`src/rtl/mmio_slave_router_pkg.sv`:
```
// Shared definitions for the MMIO slave router: FSM state type, router defaults
// and the default SoC peripheral address map.
package mmio_slave_router_pkg;

  typedef enum logic [2:0] {
    IDLE    = 3'd0,
    DECODE  = 3'd1,
    ISSUE   = 3'd2,
    WAIT    = 3'd3,
    RESPOND = 3'd4
  } router_state_t;

  localparam int unsigned ROUTER_TIMEOUT_CYCLES = 1024;
  localparam logic [31:0] ROUTER_ERROR_DATA     = 32'hDEAD_BEEF;

  // Default map: UART, timer, GPIO, SPI, Ethernet, PRNG, ROM, RAM
  localparam int unsigned LOW_SLAVE_ADDRESS [8] = '{
    32'h1000_0000, 32'h1000_1000, 32'h1000_2000, 32'h1000_3000,
    32'h1001_0000, 32'h1000_4000, 32'h0000_0000, 32'h8000_0000
  };
  localparam int unsigned HIGH_SLAVE_ADDRESS [8] = '{
    32'h1000_0FFF, 32'h1000_1FFF, 32'h1000_2FFF, 32'h1000_3FFF,
    32'h1001_FFFF, 32'h1000_4FFF, 32'h0000_FFFF, 32'h8FFF_FFFF
  };

endpackage

```
`src/rtl/mmio_slave_router_decoder.sv`:
```
// Combinational address-window compare with a lowest-index-wins priority encoder.
module mmio_address_decoder import mmio_slave_router_pkg::*; #(
  parameter int          SLAVES     = 8,
  parameter int          ADDR_WIDTH = 32,
  parameter int          IDX_W      = (SLAVES > 1) ? $clog2(SLAVES) : 1,
  parameter int unsigned LOW_ADDRESS  [SLAVES] = LOW_SLAVE_ADDRESS,
  parameter int unsigned HIGH_ADDRESS [SLAVES] = HIGH_SLAVE_ADDRESS
) (
  input  logic [ADDR_WIDTH-1:0] address,
  output logic                  hit,
  output logic [IDX_W-1:0]      index
);

  // Scan from the top so the lowest matching slave is the last writer.
  always_comb begin
    hit   = 1'b0;
    index = '0;
    for (int i = SLAVES - 1; i >= 0; i--) begin
      if (address >= ADDR_WIDTH'(LOW_ADDRESS[i]) &&
          address <= ADDR_WIDTH'(HIGH_ADDRESS[i])) begin
        hit   = 1'b1;
        index = IDX_W'(i);
      end
    end
  end

endmodule

```
`src/rtl/mmio_slave_router.sv`:
```
// Single-master, N-slave MMIO request router with decode errors, a response
// timeout and a per-slave stale lock-out after a timeout.
module mmio_slave_router import mmio_slave_router_pkg::*; #(
  parameter int                    SLAVES         = 8,
  parameter int                    ADDR_WIDTH     = 32,
  parameter int                    DATA_WIDTH     = 32,
  parameter int unsigned           LOW_ADDRESS  [SLAVES] = LOW_SLAVE_ADDRESS,
  parameter int unsigned           HIGH_ADDRESS [SLAVES] = HIGH_SLAVE_ADDRESS,
  parameter int unsigned           TIMEOUT_CYCLES = ROUTER_TIMEOUT_CYCLES,
  parameter logic [DATA_WIDTH-1:0] ERROR_DATA     = DATA_WIDTH'(ROUTER_ERROR_DATA)
) (
  input  logic                         clk_i,
  input  logic                         rst_i,
  input  logic                         req_valid_i,
  output logic                         req_ready_o,
  input  logic                         req_write_i,
  input  logic [ADDR_WIDTH-1:0]        req_address_i,
  input  logic [DATA_WIDTH-1:0]        req_data_i,
  output logic                         resp_valid_o,
  output logic [DATA_WIDTH-1:0]        resp_data_o,
  output logic                         resp_error_o,
  output logic [SLAVES-1:0]            slv_valid_o,
  output logic                         slv_write_o,
  output logic [ADDR_WIDTH-1:0]        slv_address_o,
  output logic [DATA_WIDTH-1:0]        slv_data_o,
  input  logic [SLAVES-1:0]            slv_resp_valid_i,
  input  logic [SLAVES*DATA_WIDTH-1:0] slv_resp_data_i,
  input  logic [SLAVES-1:0]            slv_resp_error_i,
  output logic [SLAVES-1:0]            stale_o
);

  localparam int IDX_W = (SLAVES > 1) ? $clog2(SLAVES) : 1;
  localparam int CNT_W = (TIMEOUT_CYCLES > 0) ? $clog2(TIMEOUT_CYCLES + 1) : 1;

  // Handshake: a request transfers on a rising edge where req_valid_i and
  // req_ready_o are both high; resp_valid_o is a one-cycle pulse that needs no
  // acknowledge, and slv_valid_o is a one-cycle strobe the slave must latch.
  router_state_t    state;
  logic [IDX_W-1:0] sel;
  logic [CNT_W-1:0] cnt;

  logic                  dec_hit;
  logic [IDX_W-1:0]      dec_index;
  logic                  dec_stale;
  logic [SLAVES-1:0]     dec_onehot;
  logic                  sel_valid;
  logic                  sel_error;
  logic [DATA_WIDTH-1:0] sel_data;

  mmio_address_decoder #(
    .SLAVES       (SLAVES),
    .ADDR_WIDTH   (ADDR_WIDTH),
    .IDX_W        (IDX_W),
    .LOW_ADDRESS  (LOW_ADDRESS),
    .HIGH_ADDRESS (HIGH_ADDRESS)
  ) u_decoder (
    .address (slv_address_o),
    .hit     (dec_hit),
    .index   (dec_index)
  );

  always_comb begin
    dec_stale  = 1'b0;
    dec_onehot = '0;
    sel_valid  = 1'b0;
    sel_error  = 1'b0;
    sel_data   = '0;
    for (int i = 0; i < SLAVES; i++) begin
      if (IDX_W'(i) == dec_index) begin
        dec_stale     = stale_o[i];
        dec_onehot[i] = 1'b1;
      end
      if (IDX_W'(i) == sel) begin
        sel_valid = slv_resp_valid_i[i];
        sel_error = slv_resp_error_i[i];
        sel_data  = slv_resp_data_i[i*DATA_WIDTH +: DATA_WIDTH];
      end
    end
  end

  always_ff @(posedge clk_i) begin
    if (rst_i) begin
      state         <= IDLE;
      sel           <= '0;
      cnt           <= '0;
      req_ready_o   <= 1'b1;
      resp_valid_o  <= 1'b0;
      resp_data_o   <= '0;
      resp_error_o  <= 1'b0;
      slv_valid_o   <= '0;
      slv_write_o   <= 1'b0;
      slv_address_o <= '0;
      slv_data_o    <= '0;
      stale_o       <= '0;
    end else begin
      resp_valid_o <= 1'b0;
      slv_valid_o  <= '0;
      // A response from anyone but the slave we are waiting on drains its stale flag.
      for (int i = 0; i < SLAVES; i++) begin
        if (slv_resp_valid_i[i] && !(state == WAIT && sel == IDX_W'(i)))
          stale_o[i] <= 1'b0;
      end
      case (state)
        IDLE: begin
          if (req_valid_i && req_ready_o) begin
            slv_write_o   <= req_write_i;
            slv_address_o <= req_address_i;
            slv_data_o    <= req_data_i;
            req_ready_o   <= 1'b0;
            state         <= DECODE;
          end
        end
        DECODE: begin
          if (!dec_hit || dec_stale) begin
            resp_valid_o <= 1'b1;
            resp_error_o <= 1'b1;
            resp_data_o  <= ERROR_DATA;
            state        <= RESPOND;
          end else begin
            sel         <= dec_index;
            slv_valid_o <= dec_onehot;
            state       <= ISSUE;
          end
        end
        ISSUE: begin
          cnt   <= '0;
          state <= WAIT;
        end
        WAIT: begin
          if (sel_valid) begin
            resp_valid_o <= 1'b1;
            resp_error_o <= sel_error;
            resp_data_o  <= sel_error ? ERROR_DATA : (slv_write_o ? '0 : sel_data);
            state        <= RESPOND;
          end else if (TIMEOUT_CYCLES != 0 && cnt == CNT_W'(TIMEOUT_CYCLES - 1)) begin
            for (int i = 0; i < SLAVES; i++) begin
              if (sel == IDX_W'(i)) stale_o[i] <= 1'b1;
            end
            resp_valid_o <= 1'b1;
            resp_error_o <= 1'b1;
            resp_data_o  <= ERROR_DATA;
            state        <= RESPOND;
          end else if (cnt != '1) begin
            cnt <= cnt + 1'b1;
          end
        end
        RESPOND: begin
          req_ready_o <= 1'b1;
          state       <= IDLE;
        end
        default: state <= IDLE;
      endcase
    end
  end

endmodule
```
`config.mk`:
```
export PLATFORM = sky130hd
export DESIGN_NAME = mmio_slave_router
export DESIGN_NICKNAME = d
export VERILOG_FILES = /design/src/rtl/mmio_slave_router_pkg.sv /design/src/rtl/mmio_slave_router_decoder.sv /design/src/rtl/mmio_slave_router.sv
export SDC_FILE = /design/constraint.sdc
export NUM_CORES = 1
export LEC_CHECK = 0
export BUFFER_PORTS_ARGS = -buffer_cell sky130_fd_sc_hd__clkbuf_2
export CORE_AREA = 5 5 175 177
export DETAILED_ROUTE_END_ITERATION = 16
export DIE_AREA = 0 0 180 182
export GPL_TIMING_DRIVEN = 0
export PLACE_DENSITY = 0.51
export SYNTH_ARGS = -nofsm -noshare
export SYNTH_HDL_FRONTEND = slang
export SYNTH_SLANG_ARGS = --single-unit
```
`constraint.sdc`:
```
create_clock -name clk_i -period 4.1 [get_ports clk_i]
set_input_delay 0.615 -clock clk_i [delete_from_list [all_inputs] [get_ports clk_i]]
set_output_delay 0.615 -clock clk_i [all_outputs]
set_load 0.02 [all_outputs]
```
# After elaboration in Yosys (flattened, before gate mapping)
# Index checks and enable logic that the tools add are counted.
[word_totals]
reg_bits = 133
input_bits = 340
output_inout_bits = 116
wordCells = 212
[op_classes]
add_sub_neg = 1
order_cmp = 16
eq_ne = 33
mux = 100
n_bitwise = 2
reduce_logical = 48
[ops]
columns = ["operator", "count"]
rows = [
  ["$mux 32", 13],
  ["$ge 32x29->1 const B", 6],
  ["$le 32x29->1 const B", 6],
  ["$pmux 32 s2", 1],
  ["$mux 1", 63],
  ["$mux 3", 12],
  ["$mux 11", 3],
  ["$ge 32x1->1 const B", 1],
  ["$ge 32x32->1 const B", 1],
  ["$le 32x16->1 const B", 1],
  ["$le 32x32->1 const B", 1],
  ["$logic_and 1x1->1", 25],
  ["$eq 3x3->1 const A", 8],
  ["$mux 8", 3],
  ["$pmux 11 s2", 1],
  ["$eq 3x3->1 const B", 5],
  ["$eq 2x3->1 const A", 4],
  ["$eq 3x2->1 const B", 4],
  ["$pmux 3 s4", 1],
  ["$add 11x1->11 const B", 1],
  ["$eq 11x10->1 const B", 1],
  ["$ne 11x11->1 const B", 1],
  ["$logic_not 1->1", 9],
  ["$logic_not 3->1", 3],
  ["13 further kinds", 26],
]

# Logic depth before layout (Yosys ltp)
[depth]
ltp_word = 22
ltp_mapped = 10
mapped_depth_nobuf = 8

# Modules after synthesis
# Synthesis repeated with hierarchy kept, for this count alone.
[unflattened]
hier_cells = 807
hier_area_um2 = 7230.7
[by_module_without_submodules]
columns = ["mod", "instances", "cells_per_inst", "area_per_inst_um2", "seq_area_each_um2"]
rows = [
  ["mmio_slave_router", 1, 778, 7051.8, 2662.6],
  ["mmio_address_decoder", 1, 29, 178.9, 0.0],
]

# Least setup slack after synthesis
# Ideal clock, no wire load.
[synth_timing]
kind = "register to register"
start = "register slv_address_o[14]"
end = "register sel[1]"
arrival_time_ns = 2.292
path_slack_ns = 1.687
path_stages_with_launch = 9
n_path_buf = 1
cell_sequence = "dfxtp_1 or4b_4 nand2_2 a31oi_4 a2bb2oi_2 or2_4 or2_1 buf_6 mux2_4"
[synth_via]
elab_chain_len = 22
[synth_rtl]
columns = ["item", "line", "text"]
rows = [
  ["from (decl)", "mmio_slave_router.sv:24", "output logic [ADDR_WIDTH-1:0] slv_address_o,"],
  ["from (signal assigned)", "mmio_slave_router.sv:107", "slv_address_o <= req_address_i;"],
  ["$ge 32x32->1 or $le 32x32->1 (tied branches)", "mmio_slave_router_decoder.sv:19, mmio_slave_router_decoder.sv:20", ""],
  ["$logic_and 1x1->1", "mmio_slave_router_decoder.sv:19", "if (address >= ADDR_WIDTH'(LOW_ADDRESS[i]) &&"],
  ["$mux 3 (8 in a row)", "mmio_slave_router_decoder.sv:19", ""],
  ["$logic_not 3->1", "mmio_slave_router.sv:69", "if (IDX_W'(i) == dec_index) begin"],
  ["$mux 1 (8 in a row)", "mmio_slave_router.sv:69", ""],
  ["$logic_or 1x1->1", "mmio_slave_router.sv:114", "if (!dec_hit || dec_stale) begin"],
  ["$not 1->1 (no line)", "-", ""],
  ["$reduce_and 2->1 (no line)", "-", ""],
  ["to (signal assigned)", "mmio_slave_router.sv:120", "sel <= dec_index;"],
  ["to (decl)", "mmio_slave_router.sv:39", "logic [IDX_W-1:0] sel;"],
]
# Several ways; a longest one is shown, not always the timed one.
# A chain may end at the register's enable or synchronous reset.

# Final worst setup path
[layout_timing]
start = "register slv_address_o[18]"
end = "register resp_data_o[6]"
[layout_via]
elab_chain_len = 22
[layout_rtl]
columns = ["item", "line", "text"]
rows = [
  ["$ge 32x32->1 or $le 32x32->1 (tied branches)", "mmio_slave_router_decoder.sv:19, mmio_slave_router_decoder.sv:20", ""],
  ["$logic_and 1x1->1", "mmio_slave_router_decoder.sv:19", ""],
  ["$mux 3 (8 in a row)", "mmio_slave_router_decoder.sv:19", ""],
  ["$logic_not 3->1", "mmio_slave_router.sv:69", ""],
  ["$mux 1 (8 in a row)", "mmio_slave_router.sv:69", ""],
  ["$logic_or 1x1->1 *", "mmio_slave_router.sv:114", ""],
  ["$ne 2x2->1 (no line) *", "-", ""],
  ["$reduce_and 3->1 (no line) *", "-", ""],
  ["to (signal assigned)", "mmio_slave_router.sv:133", "resp_data_o <= sel_error ? ERROR_DATA : (slv_write_o ? '0 : sel_data);"],
  ["to (decl)", "mmio_slave_router.sv:20", "output logic [DATA_WIDTH-1:0] resp_data_o,"],
]
# Mark *: on every way between the ends. The rest lies on a longest branch, timed or not.

==> metrics.md <==
| Metric | Value |
|---|---|
| Outcome | `completed` |
| Tmin final | `2.743 ns` |
| Hold_sp | `req_data_i[10]` |
| Post-CTS Repair Setup Buffers | `0` |
| CTS H-tree lvls | `4` |
| Clk pin slew, worst setup/hold paths | `~0.070 ns` |
| I/O Buffers | `about 450` |
| TNS Setup | `0 ns` |
| RSZ-0062 raised after global routing | `no` |
| P&R area growth vs syn | `44.70%` |
| Crit. End Element | `flip-flop` |
| Pre-CTS setup slack | `~1.2 ns` |
| Final Hold Fails | `0` |
| Remaining antenna violation count after routing | `0` |
| Wire length per cell | `20.53 µm` |
| Vias/cell | `4.855` |
| Ys Warns | `0` |
| Data required, critical path | `4.39 ns` |
| Die Span Y | `~180 µm` |
| Post-CTS sizing | `0` |
| Slew headroom | `0.4963` |
| Crit path from | `slv_address_o[18]` |
| Number of flops mapped to enable cells by yosys | `0` |
| Clock tree buffer depth | `2` |
| Total vias in the final route | `8156` |
| # IOs | `456` |
| Largest net degree at the start of global routing | `17` |
| Gate Count Post-Synth | `approximately 800` |
| Global-route wire length before repair | `50680 µm` |
| Crit path kind | `flip-flop to flip-flop` |
| Distinct cells, synth | `60` |
| Clk root buf | `clkbuf_16` |
| Iter 0 DRT Violations | `between 300 and 400` |
| Async set-reset flop share out of synthesis | `0` |
| Post-Syn Nets | `1142` |
| Post-CTS Hold Buffers | `0` |
| Mapped Area | `~0.0075 mm²` |
| Dpl hpwl | `between 20000 and 30000 µm` |
| Max Clk Rate | `0.3646 GHz` |
| Global placer's final weighted congestion | `about 1.0` |
| Pwr/cell area | `between 500 and 600 mW/mm²` |
| Most frequent cells in the layout | `clkbuf_2 (454), nand2_1 (159), dfxtp_1 (133), a21oi_1 (109), mux4_2 (68)` |
| Max rail drop VDD | `0.0003029 V` |
| CTS tree | `yes` |
| Die ar. | `approximately 0.033 mm²` |
| Worst-path maximum fanout | `10` |
| CORE AREA | `0.02909 mm²` |
| Most used DFF post-synth | `dfxtp_1` |
| Worst R2R Start | `slv_address_o[18]` |
| Mean post-synth cell area | `about 9.4 µm²` |
| Die width | `roughly 180 µm` |
| #FFs+latches synth | `about 130` |
| GR Util All Layers | `0.2006` |
| Hold Path Class | `input pin to flip-flop` |
| Vias in the first global route | `~8.3k` |
| Worst Skew | `between 0.02 and 0.025 ns` |
| Post-Route WL | `34490 µm` |
| Arr. time, crit path | `a little over 3 ns` |
| Worst Slack Setup Final | `approximately 1.4 ns` |
| Sequential area share after synthesis | `0.3539` |
| Setup violators final | `0` |
| Final period util | `0.6690` |
| Max Cap Viol | `0` |
| Leakage | `between 0.004 and 0.005 µW` |
| Inserted Clock Buffers | `17` |
| Gr ovfl total | `0` |
| Most common cell after layout, fill and taps aside | `clkbuf_2` |
| Nets | `roughly 1.6k` |
| Initial antenna violation count | `3` |
| Remaining DRCs | `0` |
| CP Launch Type | `flip-flop` |
| Slew Limit Fails | `0` |
| Initial core utilization | `0.2587` |
| Rows | `63` |
| Clock sink total | `133` |
| Fraction of layout cells with a size suffix above 1 | `0.4802` |
| DR pass1 iterations | `4` |
| Clock latency on the worst-skew pair | `0.43 ns` |
| Least-Margin Pin Slew | `between 0.7 and 0.8 ns` |
==> metal layers <==
layer	wire length, µm	vias up	track usage
li1	-	3883	-
met1	13600	3886	0.2343
met2	17530	349	0.3596
met3	2667	36	0.06030
met4	685	2	0.05181
met5	7	-	0
==> sequential cells by signal, indices dropped and copies added (netlist names), 3 cells and up <==
name	cells
cnt	11
resp_data_o	32
sel	3
slv_address_o	32
slv_data_o	32
slv_valid_o	8
stale_o	8
state	3
==> layout make-up <==
cell class                 instances  area (µm²)
fill                            3065       18200
multi-input combinational        587        4511
sequential                       133        2663
timing repair buffer             454        2272
tap                              390       488.0
clock buffer                      18       439.2
buffer                            71       312.8
clock inverter                    14       156.4
inverter                          10       37.54
antenna                            3       7.507
==> final timing paths <==
| check | slack [ns] | cells after the start | to |
|---|---|---|---|
| worst min-delay path | 0.39 | 3 | slv_data_o[10] |
| worst max register to register | 1.36 | 9 | resp_data_o[6] |
| worst max-delay path | 1.36 | 9 | resp_data_o[6] |
| worst min register to register | 0.45 | 2 | slv_data_o[23] |
==> where the power goes <==
group	internal [µW]	switching, µW
Sequential	1560	176
Combinational	803	1440
Clock	882	676
==> Yosys cell counts (5+ instances only) <==
master | number | area share
and4_1 | 5 | 0.0058
o21ai_0 | 30 | 0.020
nor2b_1 | 7 | 0.0058
dfxtp_1 | 133 | 0.35
mux2_2 | 25 | 0.037
o21ai_1 | 7 | 0.0047
clkbuf_1 | 45 | 0.022
nand2b_1 | 30 | 0.025
nor4_1 | 5 | 0.0042
nor3_1 | 8 | 0.0053
xor2_1 | 5 | 0.0058
nand3_1 | 10 | 0.0067
buf_1 | 6 | 0.0030
mux4_2 | 68 | 0.20
mux2i_1 | 8 | 0.011
nand2_1 | 159 | 0.079
o32ai_1 | 8 | 0.0093
o31ai_1 | 5 | 0.0050
buf_2 | 16 | 0.011
a21oi_1 | 109 | 0.073
or4_1 | 25 | 0.025
inv_1 | 10 | 0.0050
nor2_1 | 20 | 0.010
==> metrics by stage <==
stage               cell area, µm²  cells  hold slack [ns]  total power, µW  utilization
floorplan                     7523    801           0.4306             3125            -
global placement             10280   1645           0.4420             4014       0.3536
detailed placement           10280   1645           0.4462             4027       0.3536
CTS                          10880   1677           0.3811             5600       0.3740
global route                 10880   1679           0.3729             5868       0.3742
finish                       10890   1680           0.3929             5539       0.3743
==> critical path, cell delays in order (launching register included) <==
cell       delay, ns
dfxtp_1         0.33
nor4_1          0.42
and4_1          0.25
buf_4           0.16
a31oi_4         0.11
a2bb2oi_2       0.22
nor3_4          0.43
clkbuf_1        0.36
or4_1           0.23
o21ai_0         0.10
==> cells by family (layout without fill, tap and decap cells) <==
family                     Yosys count  count (layout)  synth area share
AOI/OAI and AO/OA                  174             174            0.1314
xor gates and xnor gates             8               8          0.009314
adders and majority gates            1               1          0.001663
buffers and inverters               81             567           0.04657
DFF                                133             133            0.3539
muxes                              102             102            0.2536
other                                0               3                 0
and+or+nand+nor                    302             302            0.2036
(Power assumes the default switching activity.)
